`config.mk`:
```
export PLATFORM = sky130hd
export DESIGN_NAME = vector_stream_tx
export DESIGN_NICKNAME = d
export VERILOG_FILES = /design/src/rtl/vector_stream_tx.sv
export SDC_FILE = /design/constraint.sdc
export NUM_CORES = 1
export LEC_CHECK = 0
export ABC_AREA = 1
export CELL_PAD_IN_SITES_DETAIL_PLACEMENT = 1
export CELL_PAD_IN_SITES_GLOBAL_PLACEMENT = 2
export CORE_MARGIN = 3
export CORE_UTILIZATION = 25
export CTS_CLUSTER_DIAMETER = 200
export DETAILED_ROUTE_END_ITERATION = 16
export PLACE_DENSITY_LB_ADDON = 0.25
export SLEW_MARGIN = 25
export SYNTH_ARGS = -nofsm -noshare
export SYNTH_HDL_FRONTEND = slang
export SYNTH_SLANG_ARGS = --single-unit
```
`constraint.sdc`:
```
create_clock -name clock -period 1.25 [get_ports clock]
set_input_delay 0.375 -clock clock [delete_from_list [all_inputs] [get_ports clock]]
set_output_delay 0.375 -clock clock [all_outputs]
set_load 0.02 [all_outputs]
```
`src/rtl/vector_stream_tx.sv`:
```
// Streams a loaded vector pair one element per beat; VECTOR_STREAM_TX_REVERSE_EN sends N-1..0.
// Latency: first beat valid 1 cycle after the load handshake, one beat per accepted cycle after.
// Backpressure: out_ready low holds the current beat stable; load_ready is low while streaming.
module vector_stream_tx #(
  parameter int N  = 3,
  parameter int W  = 3,
  parameter int CW = (N > 1) ? $clog2(N) : 1
) (
  input  logic          clock,
  input  logic          reset_n,
  input  logic          load_valid,
  output logic          load_ready,
  input  logic [N*W-1:0] vector1_flat,
  input  logic [N*W-1:0] vector2_flat,
  output logic [W-1:0]  number_vector1,
  output logic [W-1:0]  number_vector2,
  output logic          out_valid,
  input  logic          out_ready,
  output logic          out_last,
  output logic [CW-1:0] elem_index,
  output logic          done
);

  typedef enum logic {IDLE, STREAM} state_t;

  localparam logic [CW-1:0] LAST_IDX = CW'(N - 1);
`ifdef VECTOR_STREAM_TX_REVERSE_EN
  localparam logic [CW-1:0] FIRST_IDX = LAST_IDX;
  localparam logic [CW-1:0] FINAL_IDX = '0;
`else
  localparam logic [CW-1:0] FIRST_IDX = '0;
  localparam logic [CW-1:0] FINAL_IDX = LAST_IDX;
`endif

  state_t          state;
  logic [N*W-1:0]  v1_q;
  logic [N*W-1:0]  v2_q;
  logic [CW-1:0]   next_idx;

  // Only consumed when the current beat is not the final one, so no wrap is ever visible.
  always_comb begin
    next_idx = elem_index;
`ifdef VECTOR_STREAM_TX_REVERSE_EN
    next_idx = elem_index - CW'(1);
`else
    next_idx = elem_index + CW'(1);
`endif
  end

  always_ff @(posedge clock or negedge reset_n) begin
    if (!reset_n) begin
      state          <= IDLE;
      load_ready     <= 1'b1;
      out_valid      <= 1'b0;
      out_last       <= 1'b0;
      done           <= 1'b0;
      number_vector1 <= '0;
      number_vector2 <= '0;
      elem_index     <= '0;
      v1_q           <= '0;
      v2_q           <= '0;
    end else begin
      done <= 1'b0;
      case (state)
        IDLE: begin
          if (load_valid && load_ready) begin
            v1_q           <= vector1_flat;
            v2_q           <= vector2_flat;
            number_vector1 <= vector1_flat[FIRST_IDX*W +: W];
            number_vector2 <= vector2_flat[FIRST_IDX*W +: W];
            elem_index     <= FIRST_IDX;
            out_last       <= (FIRST_IDX == FINAL_IDX);
            out_valid      <= 1'b1;
            load_ready     <= 1'b0;
            state          <= STREAM;
          end
        end
        STREAM: begin
          if (out_valid && out_ready) begin
            if (out_last) begin
              out_valid  <= 1'b0;
              out_last   <= 1'b0;
              load_ready <= 1'b1;
              done       <= 1'b1;
              state      <= IDLE;
            end else begin
              elem_index     <= next_idx;
              number_vector1 <= v1_q[next_idx*W +: W];
              number_vector2 <= v2_q[next_idx*W +: W];
              out_last       <= (next_idx == FINAL_IDX);
            end
          end
        end
        default: state <= IDLE;
      endcase
    end
  end

endmodule

```
==> reports/qor.yml <==
yosysSeqAreaShare: 0.513
seq_power_share: 0.532
finalNetCount: 274
tns_ps: -288
fin_ws_ps: -74.3
startpoint: "load_ready$_DFFE_PN1P_"
tightest_slew_ps: 225
finalClockSkew_ps: 10.0
cts_hold_buffers: 0
required_ps: 880
coreArea_um2: 5680
diodes: 0
clk_path_buf_depth: 2
synth_area_leader_cell: "dfrtp_1"
synth_cells: 194
avgSynthCellArea_um2: 7.81
synth_area_um2: 1520
drtPass1Iterations: 3
vias_per_cell: 4.26
wire_per_inst_um: 13.1
synth_area_leaders: "dfrtp_1 50%, nand2_1 20%, nor2_1 7.2%"
slowest_stage: "dfstp_2"
cp-start-kind: "flip-flop"
p_leak_nw: 1.13
outcome: "complete, but fails checks"
crit_type: "reg -> out"
cts_tree: "built"
htreeDepth: 2
crit_buf_inv: 1
stdcell_area_um2: 2240
wl_mm: 4.24
fp.dieW_um: 83.9
ys_ff_latch: 31
switchingPower_mw: 0.421
cp-end-kind: "output pin"
path_max_fanout: 2
grt_pass1_vias: 1435
gp_routability_congestion: 0.728
gr-usage-all-layers: 0.127
antenna_found_initial: 0
grt_pass1_wl_mm: 7.09
maxCapViolCount: 0
power_mw: 1.88
relSlewSlack: 0.849
hold_path_class: "in -> reg"
ir_worst_vdd_v: 0.000478
die_h_um: 83.9
hold_ws_ps: 430
final_antenna_net_count: 0
p_int_mw: 1.46
drc: 0
p_per_area_nw_per_um2: 843
grt_max_degree: 32
cts.clk_slew.worst_paths_ps: 60
num_rows: 27
hold_viol_final: 0
root_buffer: "clkbuf_8"
combPwrFrac: 0.054
place_area_um2: 2070
syn_to_final_growth_pct: 47.6
ys_warn_count: 0
cp_cell_sequence: "buf_6"
start_util: 0.267
setup_viol: 8
clkPwrFrac: 0.414
drtIter0Drc: 80
drv_slew: 0
vias: 1380
p_sw_frac: 0.223
cts_buffers: 5
worst_path_largest_cell_delay_ps: 550
rsz0062_at_grt: "yes"
cp.arrival_ps: 950
overflow: 0
rr_startpoint: "elem_index[0]$_DFFE_PN0P_"
fin_cells: 324
dp_hpwl_mm: 2.81
netlist.area_leader.share: 0.495
place_inst: 311
clk_latency_ps: 290
cpLargestDelayFamily: "flip-flops"
syn_nets: 217
ios: 34
synth_cell_types: 19
die-area_um2: 7030
min_from: "load_valid"
finalCritPeriodShare: 1.06
fmax_ghz: 0.755
violations: "negative setup slack"
final.min_clock_period_ps: 1320
cts.sinks: 31
drive_gt1_frac: 0.258
port_buffers: 33
-- path summary, 6_finish.rpt --
kind                       slack [ps]  cells past startpoint                       endpoint
setup / recovery                  -70                      1                     load_ready
hold / removal                    430                      3                state$_DFF_PN0_
setup reg to reg                  -40                      8  number_vector2[1]$_DFFE_PN0P_
hold reg to reg                   480                      2            v1_q[5]$_DFFE_PN0P_
max in group asynchronous         550                      2         load_ready$_DFFE_PN1P_
min in group asynchronous         450                      2  number_vector2[0]$_DFFE_PN0P_
-- power groups by stage --
stage / Sequential (mW) / Combinational (mW) / Clock [mW]
finish: 1.00 / 0.102 / 0.780
global route: 1.00 / 0.112 / 0.850
CTS: 1.00 / 0.105 / 0.811
detailed placement: 1.02 / 0.104 / 0
global placement: 1.02 / 0.104 / 0
floorplan: 1.02 / 0.000230 / 0
-- cell type report --
type	instances	area (um2)
clock buffer	8	80.1
fill	702	3440
inverter	18	75.1
multi-input combinational	139	679
sequential	31	781
tap	72	90.1
timing repair buffer	56	531
-- cell families (layout without fill, tap and decap cells) --
kind of cell / count (synthesis) / in the layout / synth area share
buf+inv: 25 / 82 / 0.0900
fa+ha+maj: 1 / 1 / 0.00826
flops: 31 / 31 / 0.513
simple gates: 119 / 120 / 0.323
compound gates: 18 / 18 / 0.0661
-- registers in the layout, indices dropped and copies added, names as in the netlist --
name	cells
v1_q	9
elem_index	2
out_last	1
state	1
number_vector2	3
done	1
load_ready	1
out_valid	1
v2_q	9
number_vector1	3
-- repair_timing --
| item | CTS | global route |
|---|---|---|
| pin swaps | 2 | 10 |
| cloned | 1 | 1 |
| setup endpoints to repair | 20 | 25 |
| buffers inserted | 0 | 3 |
| gates resized for setup | 59 | 18 |
-- worst reg2reg max path, cell delays in order (launching register included) --
cell and delay, ps:
dfrtp_2 450, ha_4 320, inv_4 60, nand2_4 60, nor2_1 40, nor2_1 80, nand2_1 70, nand2_1 60
nand2_1 40
-- metrics by stage --
step | util | setup slack, ps
final | 0.394 | -74.3
after global routing | 0.394 | -134
after CTS | 0.376 | -73.3
after detailed placement | 0.364 | -313
after global placement | 0.364 | -278
after floorplan | - | -78.3
-- layer usage --
layer / vias up / track usage / share of wire
met1: 643 / 0.155 / 0.46
met5: - / 0 / 0
li1: 711 / - / -
met4: 0 / 0.0439 / 0.013
met2: 21 / 0.214 / 0.49
met3: 5 / 0.0365 / 0.039
-- synthesized netlist by cell type --
| library cell | instances |
|---|---|
| nand2_1 | 81 |
| dfrtp_1 | 30 |
| nor2_1 | 29 |
| inv_1 | 16 |
| o21ai_1 | 12 |
| nand3_1 | 6 |
| buf_6 | 3 |
| buf_4 | 2 |
| inv_2 | 2 |
| nand3_4 | 2 |
| o21ai_0 | 2 |
| o21ai_2 | 2 |
| a21oi_1 | 1 |
| buf_2 | 1 |
| buf_8 | 1 |
| dfstp_2 | 1 |
| ha_1 | 1 |
| nand2_4 | 1 |
| o31ai_1 | 1 |
-- cells in the final DEF, fill, tap and decap left out, types with 4 or more instances in the layout --
cell and count:
nand2_1 76, dfrtp_1 27, nor2_1 23, clkdlybuf4s50_1 20, buf_4 16, inv_1 15, o21ai_1 13, buf_2 9
nand3_1 6, buf_6 6, nor2_2 5, clkbuf_8 5, nand2_4 4
Note: power is estimated with default switching activity, not from simulation.
==> variant (config.mk and constraints unchanged) <==
Change the parameter `N` from 3 to 2.
--- a/src/rtl/vector_stream_tx.sv
+++ b/src/rtl/vector_stream_tx.sv
@@ -4,3 +4,3 @@
 module vector_stream_tx #(
-  parameter int N  = 3,
+  parameter int N  = 2,
   parameter int W  = 3,
Interface: changed (resized elem_index, vector1_flat and vector2_flat); port bits go from 34 to 27. No check against the original RTL was run, so the function may have changed too.
==> variant against the original RTL <==
  * The run still ends with negative setup slack left
  * Critical path depth is the same
  * Synthesized cell count shrank 27%
  * Worst hold slack gained 0.021 ns
  * Total power shrank 26%
  * Wire length shrank 30%
  * Setup slack gained 0.0045 ns
  * Sequential cell count shrank 7
  * Final area shrank 22%
  * Sequential share of layout area shrank 0.39 points
  * Utilization shrank 0.18 points
  * Area after synthesis shrank 22%
  * Critical endpoint unchanged
==> variant: results (changes against the original RTL) <==
<table>
<tr><th>Metric</th><th>Value</th></tr>
<tr><th colspan="2">Status</th></tr>
<tr><td>Result of the run</td><td>finished, violations left (unchanged)</td></tr>
<tr><td>Violated checks</td><td>negative setup slack (unchanged)</td></tr>
<tr><th colspan="2">STA</th></tr>
<tr><td>Measured slew at the worst slew-check pin</td><td>0.3268 ns (was 0.2246 ns)</td></tr>
<tr><td>Final Worst Setup Slack</td><td>-0.06979 ns (was -0.07428 ns)</td></tr>
<tr><td>Final setup viols</td><td>15 (was 8)</td></tr>
<tr><th colspan="2">Cells and area</th></tr>
<tr><td>Share of final-layout standard cells stronger than drive strength 1</td><td>0.3923 (was 0.2579)</td></tr>
<tr><td>Fillers</td><td>541 (was 702)</td></tr>
<tr><th colspan="2">Global routing</th></tr>
<tr><td>Pin count of the biggest net entering global routing</td><td>25 (was 32)</td></tr>
<tr><td>Vias in the first global route</td><td>1104 (was 1435)</td></tr>
<tr><td>Global-route wire length before repair</td><td>5.133 mm (was 7.086 mm)</td></tr>
<tr><td>Global router's overall resource usage</td><td>0.1203 (was 0.1271)</td></tr>
<tr><th colspan="2">Detailed routing</th></tr>
<tr><td>Total routed wirelength</td><td>2.954 mm (was 4.244 mm)</td></tr>
<tr><td>Vias per cell</td><td>4.391 (was 4.259)</td></tr>
<tr><td>First-iteration detailed-routing DRC count</td><td>37 (was 80)</td></tr>
<tr><th colspan="2">Power</th></tr>
<tr><td>Static Leak</td><td>0.8408 nW (was 1.126 nW)</td></tr>
<tr><td>Reported net switching power</td><td>0.2821 mW (was 0.4208 mW)</td></tr>
<tr><th colspan="2">Placed design</th></tr>
<tr><td>Pre-CTS worst setup slack</td><td>-0.2767 ns (was -0.3128 ns)</td></tr>
<tr><td>Post-Place Cells</td><td>227 (was 311)</td></tr>
<tr><td>Routability congestion estimate</td><td>0.7722 (was 0.7279)</td></tr>
<tr><td>Number of port buffers</td><td>26 (was 33)</td></tr>
<tr><th colspan="2">Synth</th></tr>
<tr><td>Syn_nets</td><td>157 (was 217)</td></tr>
<tr><td>Ranking of synthesized cells by instance count</td><td>sky130_fd_sc_hd__nand2_1 (56), sky130_fd_sc_hd__dfrtp_1 (23), sky130_fd_sc_hd__inv_1 (20), sky130_fd_sc_hd__nand3_1 (7), sky130_fd_sc_hd__nor2_1 (7) (was sky130_fd_sc_hd__nand2_1 (81), sky130_fd_sc_hd__dfrtp_1 (30), sky130_fd_sc_hd__nor2_1 (29), sky130_fd_sc_hd__inv_1 (16), sky130_fd_sc_hd__o21ai_1 (12))</td></tr>
<tr><td>Sequential area share after synthesis</td><td>0.5112 (was 0.5128)</td></tr>
<tr><th colspan="2">Clock tree</th></tr>
<tr><td>Number of buffers added by the clock tree synthesis step</td><td>3 (was 5)</td></tr>
<tr><td>Worst skew pair latency</td><td>0.26 ns (was 0.29 ns)</td></tr>
<tr><td>H-tree depth</td><td>1 (was 2)</td></tr>
</table>
[variant: cells by family (layout without fill, tap and decap cells)]
kind of cell,count (synthesis),count (layout),share of synthesized area
buffers and inverters,25,65,0.1063
and+or+nand+nor,75,75,0.2721
DFF,24,24,0.5112
AOI/OAI and AO/OA,17,17,0.1105
[variant: cell type report]
class,instances,area [um^2],share of cell area
inverter,21,90.09,0.05169
clock buffer,4,55.05,0.03159
sequential,24,601.8,0.3453
timing repair buffer,40,359.1,0.2060
tap,52,65.06,0.03733
multi-input combinational,92,571.8,0.3281
[variant: metal layers]
metal  routed length, um  global-route usage  up-vias
met1                1275              0.1541      498
met2                1567              0.2049       16
met3                  95             0.03338        2
met5                   0                   0        -
li1                    -                   -      507
met4                  15             0.02372        0
[variant: power by group through the flow]
stage | Combinational, mW | Clock [mW] | Sequential [mW]
2_1_floorplan | 0.00571 | 0 | 0.791
3_3_place_gp | 0.0814 | 0 | 0.791
3_5_place_dp | 0.0821 | 0 | 0.791
4_1_cts | 0.0825 | 0.560 | 0.776
5_1_grt | 0.0955 | 0.593 | 0.776
6_report | 0.0869 | 0.526 | 0.776
[variant: timing repair]
| item | CTS | global route |
|---|---|---|
| gates resized for setup | 46 | 40 |
| endpoints found under the setup margin | 11 | 22 |
| hold buffers | 0 | 0 |
| gates cloned | 0 | 0 |
| setup buffers | 0 | 2 |
| pin swaps | 0 | 6 |
[variant: metrics by stage]
step                TNS [ns]  hold WS [ns]  instance area, um^2
floorplan                  0       0.07941                 1177
global placement      -5.806        0.4650                 1579
detailed placement    -6.269        0.4685                 1579
CTS                 -0.07106        0.4464                 1585
global route         -0.8375        0.4481                 1743
finish               -0.3120        0.4509                 1743
[variant: final timing paths]
path / startpoint / endpoint / slack, ns / cells past startpoint
max reg2reg: state$_DFF_PN0_ / number_vector1[0]$_DFFE_PN0P_ / 0 / 5
max: load_ready$_DFFE_PN1P_ / load_ready / -0.07 / 1
min in group clock: number_vector1[0]$_DFFE_PN0P_ / number_vector1[0]$_DFFE_PN0P_ / 0.49 / 2
max in group asynchronous: reset_n / load_ready$_DFFE_PN1P_ / 0.58 / 2
min: reset_n / v1_q[3]$_DFFE_PN0P_ / 0.45 / 2
min reg2reg: number_vector1[0]$_DFFE_PN0P_ / number_vector1[0]$_DFFE_PN0P_ / 0.49 / 2
